[src/rtl/imem_fetch_ctrl_pkg.sv]
// Shared definitions for the instruction-fetch controller: FSM states, memory geometry,
// default timeout and the word returned on a failed fetch.
package imem_fetch_ctrl_pkg;

  localparam int          IMEM_ADDR_W     = 10;
  localparam int          BYTES_PER_WORD  = 4;
  localparam int          LANE_W          = $clog2(BYTES_PER_WORD);
  localparam int          TIMEOUT_CYC_DEF = 16;
  localparam logic [31:0] NOP_INSTR_DEF   = 32'h0000_0000;

  typedef enum logic [1:0] {
    ST_IDLE = 2'd0,
    ST_READ = 2'd1,
    ST_DONE = 2'd2
  } fetch_state_e;

  function automatic logic word_aligned(input logic [LANE_W-1:0] byte_offset);
    return byte_offset == '0;
  endfunction

endpackage

[src/rtl/imem_fetch_ctrl_if.sv]
// CPU fetch port and byte-wide instruction-memory port of the fetch controller.
// slave: the controller's view; master: the CPU + memory side driving it.
interface imem_fetch_ctrl_if
  import imem_fetch_ctrl_pkg::*;
#(
  parameter int ADDR_W = IMEM_ADDR_W
) ();

  logic [31:0]       PC;
  logic              FETCH_REQ;
  logic [31:0]       INSTRUCTION;
  logic              INSTR_VALID;
  logic              BUSYWAIT;
  logic              FETCH_ERR;
  logic              MEM_READ;
  logic [ADDR_W-1:0] MEM_ADDR;
  logic [7:0]        MEM_RDATA;
  logic              MEM_READY;

  modport slave (
    input  PC, FETCH_REQ, MEM_RDATA, MEM_READY,
    output INSTRUCTION, INSTR_VALID, BUSYWAIT, FETCH_ERR, MEM_READ, MEM_ADDR
  );

  modport master (
    output PC, FETCH_REQ, MEM_RDATA, MEM_READY,
    input  INSTRUCTION, INSTR_VALID, BUSYWAIT, FETCH_ERR, MEM_READ, MEM_ADDR
  );

endinterface

[src/rtl/imem_byte_assembler.sv]
// Collects the bytes of one fetch into little-endian lanes (lane 0 -> bits [7:0]).
// word_next_o already contains the byte being accepted this cycle.
module imem_byte_assembler
  import imem_fetch_ctrl_pkg::*;
(
  input  logic              clk,
  input  logic              rst,
  input  logic              clear_i,
  input  logic              byte_valid_i,
  input  logic [7:0]        byte_i,
  output logic [LANE_W-1:0] cnt_o,
  output logic              last_byte_o,
  output logic [31:0]       word_next_o
);

  logic [LANE_W-1:0]                cnt_q;
  logic [BYTES_PER_WORD-1:0][7:0]   lanes_q;
  logic [BYTES_PER_WORD-1:0][7:0]   lanes_d;

  assign cnt_o       = cnt_q;
  assign last_byte_o = (cnt_q == LANE_W'(BYTES_PER_WORD - 1));
  assign word_next_o = lanes_d;

  // NOTE: default assignment first so every path drives lanes_d and no latch is inferred.
  always_comb begin
    lanes_d = lanes_q;
    if (byte_valid_i) lanes_d[cnt_q] = byte_i;
  end

  // NOTE: non-blocking assignments in clocked blocks so every register samples pre-edge values.
  always_ff @(posedge clk) begin
    if (rst || clear_i) begin
      cnt_q   <= '0;
      lanes_q <= '0;
    end else if (byte_valid_i) begin
      lanes_q <= lanes_d;
      cnt_q   <= last_byte_o ? '0 : cnt_q + 1'b1;
    end
  end

endmodule

[src/rtl/imem_fetch_ctrl.sv]
// Instruction-fetch controller: reads 4 bytes per fetch, stalls the CPU meanwhile, and returns
// NOP_INSTR with FETCH_ERR on misaligned/out-of-range/timed-out fetches. Optional hit buffer: FETCH_HIT_BUF_EN.
module imem_fetch_ctrl
  import imem_fetch_ctrl_pkg::*;
#(
  parameter int          ADDR_W      = IMEM_ADDR_W,
  parameter int          TIMEOUT_CYC = TIMEOUT_CYC_DEF,
  parameter logic [31:0] NOP_INSTR   = NOP_INSTR_DEF
) (
  input logic              CLK,
  input logic              RESET,
  imem_fetch_ctrl_if.slave bus
);

  localparam int TMO_W = $clog2(TIMEOUT_CYC + 1);

  fetch_state_e      state_q;
  logic [ADDR_W-1:0] base_q;
  logic [TMO_W-1:0]  tmo_q;
  logic              mem_read_q;
  logic              instr_valid_q;
  logic              fetch_err_q;
  logic [31:0]       instr_q;

  logic              accept;
  logic              pc_err;
  logic              byte_take;
  logic              tmo_abort;
  logic              fill;
  logic              hit;
  logic [31:0]       buf_word;
  logic [LANE_W-1:0] asm_cnt;
  logic              asm_last;
  logic [31:0]       asm_word;

  assign accept    = (state_q == ST_IDLE) && bus.FETCH_REQ;
  assign pc_err    = !word_aligned(bus.PC[LANE_W-1:0]) || (bus.PC[31:ADDR_W] != '0);
  // A byte arriving on the last allowed cycle still wins over the timeout.
  assign byte_take = (state_q == ST_READ) && bus.MEM_READY;
  assign tmo_abort = (state_q == ST_READ) && !bus.MEM_READY && (tmo_q == TMO_W'(TIMEOUT_CYC - 1));
  assign fill      = byte_take && asm_last;

  imem_byte_assembler u_asm (
    .clk          (CLK),
    .rst          (RESET),
    .clear_i      (accept),
    .byte_valid_i (byte_take),
    .byte_i       (bus.MEM_RDATA),
    .cnt_o        (asm_cnt),
    .last_byte_o  (asm_last),
    .word_next_o  (asm_word)
  );

`ifdef FETCH_HIT_BUF_EN
  logic              buf_valid_q;
  logic [ADDR_W-1:0] buf_base_q;
  logic [31:0]       buf_word_q;

  assign hit      = buf_valid_q && (buf_base_q == bus.PC[ADDR_W-1:0]);
  assign buf_word = buf_word_q;

  always_ff @(posedge CLK) begin
    if (RESET) begin
      buf_valid_q <= 1'b0;
    end else if ((accept && pc_err) || tmo_abort) begin
      buf_valid_q <= 1'b0;
    end else if (fill) begin
      buf_valid_q <= 1'b1;
    end
  end

  // NOTE: payload registers carry no reset; buf_valid_q alone decides whether they are used.
  always_ff @(posedge CLK) begin
    if (fill) begin
      buf_base_q <= base_q;
      buf_word_q <= asm_word;
    end
  end
`else
  assign hit      = 1'b0;
  assign buf_word = NOP_INSTR;
`endif

  assign bus.MEM_ADDR    = base_q + ADDR_W'(asm_cnt);
  assign bus.MEM_READ    = mem_read_q;
  assign bus.INSTRUCTION = instr_q;
  assign bus.INSTR_VALID = instr_valid_q;
  assign bus.FETCH_ERR   = fetch_err_q;
  assign bus.BUSYWAIT    = (state_q == ST_READ) || accept;

  always_ff @(posedge CLK) begin
    if (RESET) begin
      state_q       <= ST_IDLE;
      base_q        <= '0;
      tmo_q         <= '0;
      mem_read_q    <= 1'b0;
      instr_valid_q <= 1'b0;
      fetch_err_q   <= 1'b0;
      instr_q       <= '0;
    end else begin
      instr_valid_q <= 1'b0;
      fetch_err_q   <= 1'b0;
      unique case (state_q)
        ST_IDLE: begin
          if (accept) begin
            base_q <= bus.PC[ADDR_W-1:0];
            tmo_q  <= '0;
            if (pc_err) begin
              state_q       <= ST_DONE;
              instr_valid_q <= 1'b1;
              fetch_err_q   <= 1'b1;
              instr_q       <= NOP_INSTR;
            end else if (hit) begin
              state_q       <= ST_DONE;
              instr_valid_q <= 1'b1;
              instr_q       <= buf_word;
            end else begin
              state_q    <= ST_READ;
              mem_read_q <= 1'b1;
            end
          end
        end
        ST_READ: begin
          if (byte_take) begin
            tmo_q <= '0;
            if (asm_last) begin
              state_q       <= ST_DONE;
              mem_read_q    <= 1'b0;
              instr_valid_q <= 1'b1;
              instr_q       <= asm_word;
            end
          end else if (tmo_abort) begin
            state_q       <= ST_DONE;
            mem_read_q    <= 1'b0;
            instr_valid_q <= 1'b1;
            fetch_err_q   <= 1'b1;
            instr_q       <= NOP_INSTR;
          end else begin
            tmo_q <= tmo_q + 1'b1;
          end
        end
        ST_DONE: state_q <= ST_IDLE;
        default: state_q <= ST_IDLE;
      endcase
    end
  end

endmodule

[src/flat_wrapper.sv]
// flat-port wrapper written by rule: the top's interface ports become plain ports
module imem_fetch_ctrl_flat import imem_fetch_ctrl_pkg::*;
#(
  parameter int          ADDR_W      = IMEM_ADDR_W,
  parameter int          TIMEOUT_CYC = TIMEOUT_CYC_DEF,
  parameter logic [31:0] NOP_INSTR   = NOP_INSTR_DEF
)
  (CLK, RESET, bus_PC, bus_FETCH_REQ, bus_MEM_RDATA, bus_MEM_READY, bus_INSTRUCTION, bus_INSTR_VALID, bus_BUSYWAIT, bus_FETCH_ERR, bus_MEM_READ, bus_MEM_ADDR);
  imem_fetch_ctrl_if #(.ADDR_W(ADDR_W)) bus_i ();
  input logic CLK;
  input logic RESET;
  input wire logic [$bits(bus_i.PC)-1:0] bus_PC;
  input wire logic [$bits(bus_i.FETCH_REQ)-1:0] bus_FETCH_REQ;
  input wire logic [$bits(bus_i.MEM_RDATA)-1:0] bus_MEM_RDATA;
  input wire logic [$bits(bus_i.MEM_READY)-1:0] bus_MEM_READY;
  output wire logic [$bits(bus_i.INSTRUCTION)-1:0] bus_INSTRUCTION;
  output wire logic [$bits(bus_i.INSTR_VALID)-1:0] bus_INSTR_VALID;
  output wire logic [$bits(bus_i.BUSYWAIT)-1:0] bus_BUSYWAIT;
  output wire logic [$bits(bus_i.FETCH_ERR)-1:0] bus_FETCH_ERR;
  output wire logic [$bits(bus_i.MEM_READ)-1:0] bus_MEM_READ;
  output wire logic [$bits(bus_i.MEM_ADDR)-1:0] bus_MEM_ADDR;
  assign bus_i.PC = bus_PC;
  assign bus_i.FETCH_REQ = bus_FETCH_REQ;
  assign bus_i.MEM_RDATA = bus_MEM_RDATA;
  assign bus_i.MEM_READY = bus_MEM_READY;
  assign bus_INSTRUCTION = bus_i.INSTRUCTION;
  assign bus_INSTR_VALID = bus_i.INSTR_VALID;
  assign bus_BUSYWAIT = bus_i.BUSYWAIT;
  assign bus_FETCH_ERR = bus_i.FETCH_ERR;
  assign bus_MEM_READ = bus_i.MEM_READ;
  assign bus_MEM_ADDR = bus_i.MEM_ADDR;
  imem_fetch_ctrl #(.ADDR_W(ADDR_W), .TIMEOUT_CYC(TIMEOUT_CYC), .NOP_INSTR(NOP_INSTR)) u_core (.CLK(CLK), .RESET(RESET), .bus(bus_i));
endmodule
[config.mk]
export PLATFORM = sky130hd
export DESIGN_NAME = imem_fetch_ctrl_flat
export DESIGN_NICKNAME = d
export VERILOG_FILES = /design/src/rtl/imem_fetch_ctrl_pkg.sv /design/src/rtl/imem_fetch_ctrl_if.sv /design/src/rtl/imem_byte_assembler.sv /design/src/rtl/imem_fetch_ctrl.sv /design/src/flat_wrapper.sv
export SDC_FILE = /design/constraint.sdc
export NUM_CORES = 1
export LEC_CHECK = 0
export BUFFER_PORTS_ARGS = -buffer_cell sky130_fd_sc_hd__buf_2
export CAP_MARGIN = 40
export CORE_MARGIN = 2
export CORE_UTILIZATION = 58
export DETAILED_ROUTE_END_ITERATION = 8
export PLACE_DENSITY = 0.84
export SLEW_MARGIN = 20
export SYNTH_ARGS = -nofsm -noshare
export SYNTH_HDL_FRONTEND = slang
export SYNTH_SLANG_ARGS = --single-unit
[constraint.sdc]
create_clock -name CLK -period 3.43 [get_ports CLK]
set_input_delay 0.686 -clock CLK [delete_from_list [all_inputs] [get_ports CLK]]
set_output_delay 0.686 -clock CLK [all_outputs]
set_load 0.005 [all_outputs]
### Word-level counts from Yosys, hierarchy flattened

Index checks and enable logic that the tools add are counted.

| operators by class | value |
|---|---|
| order comparisons | 2 |
| multiplexer cells | 34 |
| add/subtract/negate cells | 3 |
| equal/unequal tests | 9 |
| reductions and logical operators | 19 |

Operators by type and width:

| cell | count |
|---|---|
| 32-bit two-way mux | 5 |
| 32-bit case mux with 2 select lines | 1 |
| 32-bit bitwise mux | 1 |
| 22-bit nonzero test | 1 |
| 8-bit demux with 2-bit select | 1 |
| 5-bit two-way mux | 3 |
| 2-bit two-way mux | 6 |
| 1-bit two-way mux | 11 |
| 10-bit by 2-bit adder with 10-bit output | 1 |
| 5-bit case mux with 2 select lines | 1 |
| 5-bit AND reduction | 2 |
| 8-bit two-way mux | 1 |
| 1-bit case mux with 2 select lines | 3 |
| 3-bit AND reduction | 2 |
| 5-bit by 1-bit adder with 5-bit output (second input constant) | 1 |
| 5-bit by 4-bit equality test with 1-bit output (second input constant) | 1 |
| 1-bit logical AND | 5 |
| 2-bit zero test | 2 |
| 2-bit by 1-bit inequality test with 1-bit output (second input constant) | 2 |
| 2-bit case mux with 2 select lines | 1 |
| 1-bit logical OR | 3 |
| 2-bit by 3-bit less-than comparator with 1-bit output (second input constant) | 1 |
| 3-bit by 1-bit inequality test with 1-bit output (second input constant) | 1 |
| 3-bit by 2-bit inequality test with 1-bit output (second input constant) | 1 |
| 9 further kinds | 10 |

| storage, ports and cells | value |
|---|---|
| register bits after elaboration | 86 |
| logic and storage cells | 79 |
| bits of input ports | 44 |
| output and inout port bits | 46 |

### Logic depth before layout (Yosys ltp)

Gate-level depths: netlist of run 1.

| logic depth | value |
|---|---|
| depth in word-level cells | 8 |
| gate-level depth with buffers | 9 |
| mapped depth without buffers | 7 |

### Hierarchy

Synthesis of run 1 repeated with hierarchy kept, for this count alone.

| unflattened totals | value |
|---|---|
| cell total of the unflattened synthesis | 449 |
| area, all modules | 4067.7 sq um |

Modules (own cells, without submodules):

| module | instances | cells an instance | sequential area each (sq um) | area an instance (sq um) |
|---|---|---|---|---|
| imem_fetch_ctrl | 1 | 256 | 1041.0 | 2436.1 |
| imem_byte_assembler | 1 | 193 | 680.7 | 1631.6 |

### Worst setup path before layout of run 1

No wires, ideal clock.

| timing | value |
|---|---|
| path kind | register to register |
| start | register u_core.tmo_q[0] |
| end | register u_core.instr_q[10] (netlist: u_core.bus.INSTRUCTION[10]) |
| data required time | 3.341 ns |
| slack | 1.428 ns |
| buffers on the path | 2 |
| arrival | 1.913 ns |
| stages on the path, launching flop included | 10 |
| setup time | 0.089 ns |
| cells stage by stage | dfxtp_1 > ha_1 > and3_1 > ha_1 > mux2i_1 > a21o_1 > or3_1 > buf_6 > buf_6 > o32ai_2 |

| between the ends | value |
|---|---|
| cells in the longest elaborated chain, start to end | 4 |

Ends and longest elaborated chain:

| element | RTL line | text |
|---|---|---|
| start, declared | imem_fetch_ctrl.sv:19 | `logic [TMO_W-1:0] tmo_q;` |
| start signal, assigned | imem_fetch_ctrl.sv:139 | `tmo_q <= tmo_q + 1'b1;` |
| 5-bit by 4-bit equality test with 1-bit output | imem_fetch_ctrl.sv:40 | `assign tmo_abort = (state_q == ST_READ) && !bus.MEM_READY && (tmo_q == TMO_W'(TIMEOUT_CYC - 1));` |
| 1-bit logical AND | imem_fetch_ctrl.sv:40 |  |
| 3-bit by 1-bit inequality test with 1-bit output (no source line) | n/a |  |
| 5-bit AND reduction (no source line) | n/a |  |
| end signal, assigned | imem_fetch_ctrl.sv:116 | `instr_q <= buf_word;` |
| end signal, assigned | imem_fetch_ctrl.sv:130 | `instr_q <= asm_word;` |
| end, declared | imem_fetch_ctrl.sv:23 | `logic [31:0] instr_q;` |

No other way between the ends.
A chain may end at the register's enable or synchronous reset.

### Worst setup path after layout of run 1

| timing | value |
|---|---|
| start | register u_core.u_asm.cnt_q[0] (netlist: u_core.u_asm.cnt_o[0]) |
| end | output bus_MEM_ADDR[6] |

| between the ends | value |
|---|---|
| cells in the longest elaborated chain, start to end | 1 |

Ends and longest elaborated chain:

| element | RTL line | text |
|---|---|---|
| start, declared | imem_byte_assembler.sv:16 | `logic [LANE_W-1:0] cnt_q;` |
| start signal, assigned | imem_byte_assembler.sv:37 | `cnt_q <= last_byte_o ? '0 : cnt_q + 1'b1;` |
| 10-bit by 2-bit adder with 10-bit output | imem_fetch_ctrl.sv:84 | `assign bus.MEM_ADDR = base_q + ADDR_W'(asm_cnt);` |
| end, declared | flat_wrapper.sv:21 | `output wire logic [$bits(bus_i.MEM_ADDR)-1:0] bus_MEM_ADDR;` |

No other way between the ends.

==> flow_summary.yaml, run 1 <==
logic_synthesis:
  synth_cell_types: 44
  ys_ff_latch: 86
  synth.most_common_cell: "nand2_1"
  ys_top_cells_by_count: "nand2_1, dfxtp_1, a21oi_1"
  synth_area_leaders: "dfxtp_1, o32ai_2, nand2_1"
  synth.avg_cell_area_um2: 9.102
  synth_cells: 448
  synth_fp_nets: 501
  syn_area_um2: 4078
  synth.largest_area_cell: "dfxtp_1"
  synth_top_area_share: 0.4222
  ys_seq_area_frac: 0.4222
  yosysWarnings: 0
  synth_top_flop_cell: "dfxtp_1"
  synth_edf_count: 0
  synthArstFlopShare: 0
timing:
  setup-tns-final_ps: 0
  finalHoldViolCount: 0
  worst_pin_slew_ps: 554.2
  post-route-period-util: 0.7496
  finalCriticalPeriod_ps: 2571
  fmaxAchievable_ghz: 0.3890
  setup_viol: 0
  whs_ps: 455.4
  slew-limit-headroom: 0.6305
  slew_violations: 0
  clock_skew_ps: 10.60
  rsz0062_at_grt: "false"
power_and_ir_drop:
  powerDensity_nw_per_um2: 405.5
  pwr-share-seq: 0.533
  p_sw_frac: 0.2333
  p_sw_uw: 444.2
  clockPowerShare: 0.400
  ir_drop_uv: 229.1
  internal_power_uw: 1460
  p_comb_frac: 0.066
  fin_total_pwr_uw: 1904
  leakage_uw: 0.001778
cells_and_area:
  drive_above_1_share: 0.2712
  syn2layout_area_growth_pct: 15.16
  antenna_cells: 0
  final_core_util: 0.6912
  nNetsFinal: 569
clocking:
  cts_resized: 0
  clkTransAtPathRegs_ps: 80
  cts_buffers: 9
  clock_path_buffers: 2
  cts_tree: "built"
  htreeDepth: 3
  clk_root_buffer_cell: "clkbuf_8"
  clock-sinks: 86
  postCtsHoldBufs: 0
  cts_setup_buffers: 0
  worstSkewPairLatency_ps: 360
global_routing:
  track_usage: 0.2512
  grt_pass1_wl_mm: 15.10
  grt_pass1_vias: 3249
  antenna_found_initial: 0
  grt_max_degree: 36
  grt_remaining_overflow: 0
routing:
  vias: 3328
  via_per_inst: 5.403
  wl_per_cell_um: 14.40
  dr.pass1.iters: 4
  drc: 0
  drt_iter0_markers: 198
  antenna_left: 0
  wl_mm: 8.868
floorplanning:
  num_rows: 30
  num_io_pins: 90
  dieWidth_um: 87.85
  die-area_um2: 7717
  coreArea_um2: 6794
  start_util: 0.6002
  die_y_um: 87.85
critical_path:
  worstSetupPathType: "reg -> out"
  crit_arrival_ps: 1880
  rr_worst_depth: 8
  cp_max_fo: 4
  crit_path_end_kind: "primary output"
  crit_required_ps: 2740
  start_kind: "register"
hold_path:
  worstHoldPathCells: 2
  hp-class: "reg -> reg"
run:
  cap_violations: 0
outcome:
  status: "complete, no violations"
placed_design:
  hpwl_mm: 6.152
  io_buffers: 89
  place_congestion: 0.7914
==> area by class of cell <==
type	count	area [µm²]
clock buffers	10	127.6
clock inverters	5	83.83
fillers	556	2098
inverters	36	135.1
multi-input cells	289	2024
flip-flops and latches	86	1722
well taps	96	120.1
repair buffers	94	483.0
==> placed cells by master, fill, tap and decap left out, types with 5 or more instances in the layout <==
cell / synthesis / layout
ha_1: 8 / 8
nor2_1: 18 / 18
inv_1: 36 / 36
and2_1: 5 / 5
clkbuf_8: 0 / 9
mux2i_1: 33 / 33
a21oi_1: 49 / 49
nand2_1: 97 / 97
buf_2: 4 / 89
buf_4: 0 / 5
dfxtp_1: 86 / 86
o32ai_2: 30 / 30
==> stage by stage <==
step / worst slack, ps / instance area (µm²) / std cells
2_1_floorplan: 1428 / 4078 / 448
3_3_place_gp: 1192 / 4484 / 601
3_5_place_dp: 1096 / 4484 / 601
4_1_cts: 847.3 / 4696 / 616
5_1_grt: 742.9 / 4696 / 616
6_report: 859.0 / 4696 / 616
==> worst max-delay path, cell delays in order, from the launching register on <==
cell,delay [ps]
dfxtp_1,360
ha_1,240
fa_1,410
nand3_1,170
nor2_1,80
xor2_1,140
buf_2,130
==> routing by layer <==
metal,GRT usage,vias to the layer above,part of all wire
li1,-,1660,-
met1,0.3071,1549,0.43
met2,0.4270,111,0.50
met3,0.06786,8,0.064
met4,0.08811,0,0.011
met5,0,-,0
==> final timing paths <==
path	from	end	slack, ps
max	u_core.u_asm.cnt_o[0]	bus_MEM_ADDR[6]	860
min reg2reg	u_core.u_asm.lanes_q[17]	u_core.u_asm.lanes_q[17]	460
max reg2reg	u_core.tmo_q[0]	u_core.bus.INSTRUCTION[0]	1010
min	u_core.u_asm.lanes_q[17]	u_core.u_asm.lanes_q[17]	460
==> state kept, by name, summed over array words and instances, names as in the netlist <==
name	count
u_core.bus.INSTRUCTION	32
u_core.u_asm.lanes_q	32
u_core.base_q	10
u_core.tmo_q	5
u_core.state_q	2
u_core.u_asm.cnt_o	2
u_core.bus.FETCH_ERR	1
u_core.bus.INSTR_VALID	1
u_core.bus.MEM_READ	1
==> power groups by stage <==
stage                     registers (µW)  clock network, µW  logic (µW)
after floorplan                     1040                  0        79.8
after detailed placement            1040                  0         126
after global routing                1020                823         139
after global placement              1040                  0         123
after CTS                           1020                780         126
final                               1020                762         126
==> logic make-up after synthesis <==
kind of cell / count (synthesis) / synth area share
AOI/OAI and AO/OA: 94 / 0.2123
xor gates and xnor gates: 8 / 0.01718
adders and majority gates: 9 / 0.02946
buffers and inverters: 73 / 0.08132
DFF: 86 / 0.4222
muxes: 33 / 0.08101
and+or+nand+nor: 145 / 0.1565
Power figures use the tool's default switching activity.
==> inputs of run 2 (changes only) <==
--- a/config.mk
+++ b/config.mk
@@ -5,12 +5,13 @@
 export SDC_FILE = /design/constraint.sdc
 export NUM_CORES = 1
 export LEC_CHECK = 0
+export ABC_AREA = 1
 export BUFFER_PORTS_ARGS = -buffer_cell sky130_fd_sc_hd__buf_2
 export CAP_MARGIN = 40
 export CORE_MARGIN = 2
-export CORE_UTILIZATION = 58
+export CORE_UTILIZATION = 49
 export DETAILED_ROUTE_END_ITERATION = 8
-export PLACE_DENSITY = 0.84
+export PLACE_DENSITY = 0.75
 export SLEW_MARGIN = 20
 export SYNTH_ARGS = -nofsm -noshare
 export SYNTH_HDL_FRONTEND = slang
==> constraint.sdc (replaced) <==
create_clock -name CLK -period 2.2 [get_ports CLK]
set_input_delay 0.44 -clock CLK [delete_from_list [all_inputs] [get_ports CLK]]
set_output_delay 0.44 -clock CLK [all_outputs]
set_load 0.005 [all_outputs]
==> run 2 against run 1 <==
Utilization decreased by 9.2 points. Critical endpoint is now bus_MEM_ADDR[8]. Clock power rose by 50%. Highest routed layer unchanged. Sequential power increased by 61%.
==> flow_summary.yaml, run 2 <==
routing:
  dr.pass1.iters: 4
  drc: 0
  wl_per_cell_um: 12.80
  drt_iter0_markers: 210
  antenna_left: 0
  vias: 3913
  wl_mm: 9.957
  via_per_inst: 5.030
cells_and_area:
  antenna_cells: 0
  stdcell_count: 778
  drive_above_1_share: 0.2080
  final_cell_mix: "nand2_1, nor2_1, buf_2"
  syn2layout_area_growth_pct: 20.02
  nNetsFinal: 721
  layout_commonest_cell: "nand2_1"
clocking:
  clock_path_buffers: 2
  worstSkewPairLatency_ps: 350
  cts_tree: "built"
  cts_buffers: 9
  clk_root_buffer_cell: "clkbuf_8"
  htreeDepth: 3
  clock-sinks: 86
  postCtsHoldBufs: 0
  clkTransAtPathRegs_ps: 80
critical_path:
  crit_path_end_kind: "primary output"
  r2r_start: "u_core.tmo_q[0]"
  worstSetupPathType: "reg -> out"
  cp_max_fo: 4
  r2r_setup_slack_ps: 400
  start_kind: "register"
  crit_arrival_ps: 1730
  regToRegEndpoint: "u_core.bus.INSTRUCTION[19]"
  rr_worst_depth: 9
  critPathMaxStageDelay_ps: 380
  crit_required_ps: 1760
  critPathSlowestCell: "fa_2"
  cp_cell_sequence: "ha_4, fa_2, nand3_4, nor2_4, nand3_2, xnor2_1, buf_2"
timing:
  finalHoldViolCount: 0
  slew-limit-headroom: 0.6281
  fmaxAchievable_ghz: 0.4618
  finalCriticalPeriod_ps: 2165
  post-route-period-util: 0.9842
  slew_violations: 0
  rsz0062_at_grt: "true"
  worst_pin_slew_ps: 557.0
  clock_skew_ps: 5.769
  setup_viol: 0
global_routing:
  antenna_found_initial: 0
  grt_remaining_overflow: 0
  track_usage: 0.2219
  grt_pass1_wl_mm: 15.75
  grt_max_degree: 33
  grt_pass1_vias: 3627
logic_synthesis:
  synthSimpleGateAreaFrac: 0.3417
  synth_fa_ha_area_frac: 0.02971
  synth.area.mux_share: 0
  synth.most_common_cell: "nand2_1"
  synthArstFlopShare: 0
  ys_ff_latch: 86
  synth_cells: 582
  synth_top_flop_cell: "dfxtp_1"
  synth_fp_nets: 635
  ys_top_cells_by_count: "nand2_1, nor2_1, dfxtp_1"
  synth_top_area_share: 0.4259
  synth_edf_count: 0
  yosysWarnings: 0
  synth_cell_types: 27
  synthXorXnorAreaFrac: 0.01950
  ys_seq_area_frac: 0.4259
  syn_area_um2: 4043
  synth_top_family_by_area: "simple AND/OR/NAND/NOR gates"
  synth.largest_area_cell: "dfxtp_1"
  synth_area_leaders: "dfxtp_1, nand2_1, nor2_1"
  synth.avg_cell_area_um2: 6.946
  synth_compound_area_frac: 0.1034
floorplanning:
  coreArea_um2: 8093
  die_y_um: 94.83
  dieWidth_um: 94.83
  die-area_um2: 8993
  num_rows: 33
  num_io_pins: 90
  start_util: 0.4995
power_and_ir_drop:
  p_comb_frac: 0.106
  p_sw_uw: 799.8
  internal_power_uw: 2310
  powerDensity_nw_per_um2: 640.9
  leakage_uw: 0.002193
  ir_drop_uv: 328.2
  clockPowerShare: 0.365
  pwr-share-seq: 0.529
  p_sw_frac: 0.2572
  fin_total_pwr_uw: 3110
hold_path:
  worstHoldPathCells: 3
  hp-class: "in -> reg"
  min_to: "u_core.base_q[7]"
  min-delay-start: "bus_PC[7]"
placed_design:
  io_buffers: 89
  hpwl_mm: 6.911
  place_inst: 758
  place_congestion: 0.8565
run:
  cap_violations: 0
outcome:
  status: "complete, no violations"
-- run 2: cell types whose count changed after synthesis, sizes merged, moves of 3 or more --
cell / change
a31oi: -3
nor4: -4
and2: -5
a21oi: +17
nand3b: +29
nand2: +66
nand3: +15
o32ai: -32
mux2i: -33
inv: +10
clkbuf: -12
nor2: +92
o21ai: +11
-- run 2: how the worst max path moves through the flow --
stage	start	to	slack, ps	depth (start not counted)
floorplan	u_core.u_asm.cnt_o[0]	bus_MEM_ADDR[8]	450	6
global placement	u_core.u_asm.cnt_o[0]	bus_MEM_ADDR[8]	300	7
detailed placement	u_core.u_asm.cnt_o[0]	bus_MEM_ADDR[8]	270	7
CTS	u_core.u_asm.cnt_o[1]	bus_MEM_ADDR[9]	1	7
global route	u_core.u_asm.cnt_o[0]	bus_MEM_ADDR[6]	-30	6
finish	u_core.u_asm.cnt_o[0]	bus_MEM_ADDR[8]	30	7
-- run 2: routing by layer --
metal,wire length [µm],vias up,share of wire,GRT usage
met1,4406,1794,0.44,0.2639
met5,0,-,0,0
met4,148,0,0.015,0.08092
met2,4831,114,0.49,0.3907
met3,571,13,0.057,0.04948
li1,-,1992,-,-
-- run 2: through the flow --
| step | setup TNS (ps) | area [µm²] | hold WS [ps] | utilization | worst slack (ps) |
|---|---|---|---|---|---|
| after global routing | -61.12 | 4852 | 308.5 | 0.5996 | -29.68 |
| final | 0 | 4852 | 313.0 | 0.5996 | 34.75 |
| after floorplan | 0 | 4043 | 438.3 | - | 448.6 |
| after detailed placement | 0 | 4546 | 451.4 | 0.5617 | 269.7 |
| after global placement | 0 | 4546 | 444.5 | 0.5617 | 297.3 |
| after CTS | 0 | 4770 | 297.7 | 0.5894 | 1.444 |
-- run 2: power groups by stage --
stage	clock network [µW]	registers, µW	logic [µW]
after floorplan	0	1680	184
after global routing	1220	1650	371
after global placement	0	1670	319
after detailed placement	0	1680	326
final	1140	1640	329
after CTS	1160	1640	329
-- run 2: cell families (layout without fill, tap and decap cells) --
group / Yosys count / after routing
xor+xnor: 9 / 9
simple gates: 323 / 323
flops: 86 / 86
fa+ha+maj: 9 / 9
buf+inv: 75 / 166
compound gates: 80 / 80
-- run 2: critical path: cells and delay by family (launching register included) --
family | cells | cell delay, ps
simple gates | 3 | 220
fa+ha+maj | 2 | 550
buf+inv | 1 | 130
flops | 1 | 370
xor+xnor | 1 | 100
-- run 2: final cells by class --
class | count | area [µm²]
flip-flops and latches | 86 | 1732
multi-input cells | 421 | 2066
well taps | 105 | 131.4
inverters | 48 | 181.4
clock inverters | 5 | 57.56
repair buffers | 102 | 543.0
clock buffers | 11 | 141.4
fillers | 771 | 3241
-- run 2: repair_timing --
item                       CTS  global route
setup endpoints to repair    4             3
cloned                       0             0
hold endpoints to repair     0             0
resized for setup            9            10
buffers inserted             0             4
pin swaps                    2             3
==> inputs of run 3 (changes only) <==
--- a/config.mk
+++ b/config.mk
@@ -5,7 +5,6 @@
 export SDC_FILE = /design/constraint.sdc
 export NUM_CORES = 1
 export LEC_CHECK = 0
-export ABC_AREA = 1
 export BUFFER_PORTS_ARGS = -buffer_cell sky130_fd_sc_hd__buf_2
 export CAP_MARGIN = 40
 export CORE_MARGIN = 2
==> run 3 against run 2 <==
Power decreased by 7.3%. Combinational power decreased by 37%. Clock skew increased by 4.3 ps. Global-route usage decreased by 2.3 points. Critical path depth decreased by 1. Largest cell class unchanged.
==> flow_summary.yaml, run 3 (same netlist as run 1, synthesis figures left out) <==
floorplanning:
  die-area_um2: 9068
  coreArea_um2: 8134
  die_y_um: 95.23
  num_rows: 33
  start_util: 0.5013
  dieWidth_um: 95.23
  num_io_pins: 90
clocking:
  htreeDepth: 3
  clock-sinks: 86
  cts_tree: "built"
  postCtsHoldBufs: 0
  worstSkewPairLatency_ps: 350
  clkTransAtPathRegs_ps: 80
  clock_path_buffers: 2
  clk_root_buffer_cell: "clkbuf_8"
  cts_buffers: 9
power_and_ir_drop:
  clockPowerShare: 0.380
  powerDensity_nw_per_um2: 598.2
  fin_total_pwr_uw: 2884
  ir_drop_uv: 279.2
  p_sw_frac: 0.2376
  leakage_uw: 0.001812
  p_comb_frac: 0.071
  p_sw_uw: 685.3
  pwr-share-seq: 0.549
  internal_power_uw: 2199
routing:
  wl_per_cell_um: 14.09
  antenna_left: 0
  drc: 0
  wl_mm: 8.864
  drt_iter0_markers: 206
  via_per_inst: 5.289
  vias: 3327
  dr.pass1.iters: 4
timing:
  finalCriticalPeriod_ps: 2130
  fmaxAchievable_ghz: 0.4694
  setup_viol: 0
  fin_ws_ps: 69.82
  setup-tns-final_ps: 0
  post-route-period-util: 0.9683
  rsz0062_at_grt: "true"
  slew_violations: 0
  slew-limit-headroom: 0.6258
  finalHoldViolCount: 0
  worst_pin_slew_ps: 561.3
  clock_skew_ps: 10.02
placed_design:
  io_buffers: 89
  hpwl_mm: 6.114
  place_inst: 613
  place_congestion: 0.8248
  dpl_worst_slack_ps: 71.75
critical_path:
  crit_required_ps: 1760
  worstSetupPathType: "reg -> out"
  cp_max_fo: 4
  start_kind: "register"
  crit_arrival_ps: 1690
  crit_path_end_kind: "primary output"
cells_and_area:
  regArea_um2: 1727
  antenna_cells: 0
  stdcell_count: 629
  syn2layout_area_growth_pct: 18.23
  layout_commonest_cell: "nand2_1"
  final_cell_mix: "nand2_1, buf_2, dfxtp_1"
  nNetsFinal: 573
  multi_input_area_um2: 2083
  final_core_util: 0.5927
  nFillCells: 725
  drive_above_1_share: 0.2977
global_routing:
  grt_pass1_wl_mm: 14.06
  grt_max_degree: 35
  antenna_found_initial: 0
  grt_pass1_vias: 3147
  grt_remaining_overflow: 0
  track_usage: 0.1991
hold_path:
  hp-class: "in -> reg"
run:
  cap_violations: 0
outcome:
  status: "complete, no violations"
## run 3: cell count changes in the layout (fill, tap and decap cells not counted), moves of 17 or more
| cell | change |
|---|---|
| a21oi_1 | -17 |
| mux2i_1 | +33 |
| nand2_1 | -63 |
| nand3b_1 | -29 |
| nor2_1 | -91 |
| o32ai_2 | +30 |
## run 3: final timing paths
check / depth (start not counted) / end / slack (ps) / startpoint
min reg2reg: 2 / u_core.u_asm.lanes_q[26] / 460 / u_core.u_asm.lanes_q[26]
max reg2reg: 8 / u_core.bus.INSTRUCTION[28] / 130 / u_core.tmo_q[0]
min: 3 / u_core.base_q[3] / 320 / bus_PC[3]
max: 6 / bus_MEM_ADDR[8] / 70 / u_core.u_asm.cnt_o[0]
## run 3: critical path, stage by stage, from the launching register on
cell     delay [ps]
dfxtp_4         370
ha_4            170
fa_2            370
nand3_4         120
nor2_2           50
xor2_1          130
buf_2           130
## run 3: power by group through the flow
stage               Combinational, µW  Clock (µW)  Sequential [µW]
global placement                  202           0             1620
detailed placement                205           0             1620
CTS                               207        1120             1580
global route                      226        1190             1590
finish                            206        1100             1580
floorplan                         124           0             1620
## run 3: routing by layer
metal,up-vias,global-route usage,wire length (µm)
li1,1670,-,-
met2,96,0.3550,4419
met1,1550,0.2284,3834
met4,0,0.09300,129
met5,-,0,0
met3,11,0.03794,480
## run 3: per-stage QoR
stage / hold WS [ps] / instance area (µm²)
finish: 316.3 / 4821
global route: 310.1 / 4821
CTS: 310.0 / 4743
detailed placement: 445.6 / 4543
global placement: 440.3 / 4543
floorplan: 435.7 / 4078
## run 3: final cells by class
cell class,count,share of cell area
inverters,36,0.02803
clock inverters,3,0.009084
multi-input cells,289,0.4321
repair buffers,98,0.1152
flip-flops and latches,86,0.3582
well taps,105,0.02725
clock buffers,12,0.03011
## run 3: timing repair
item                                    CTS  global route
cloned                                    0             1
pin swaps                                 0             1
endpoints found under the hold margin     0             0
gates resized for setup                   4            12
setup buffers                             0             0
endpoints found under the setup margin    3            37
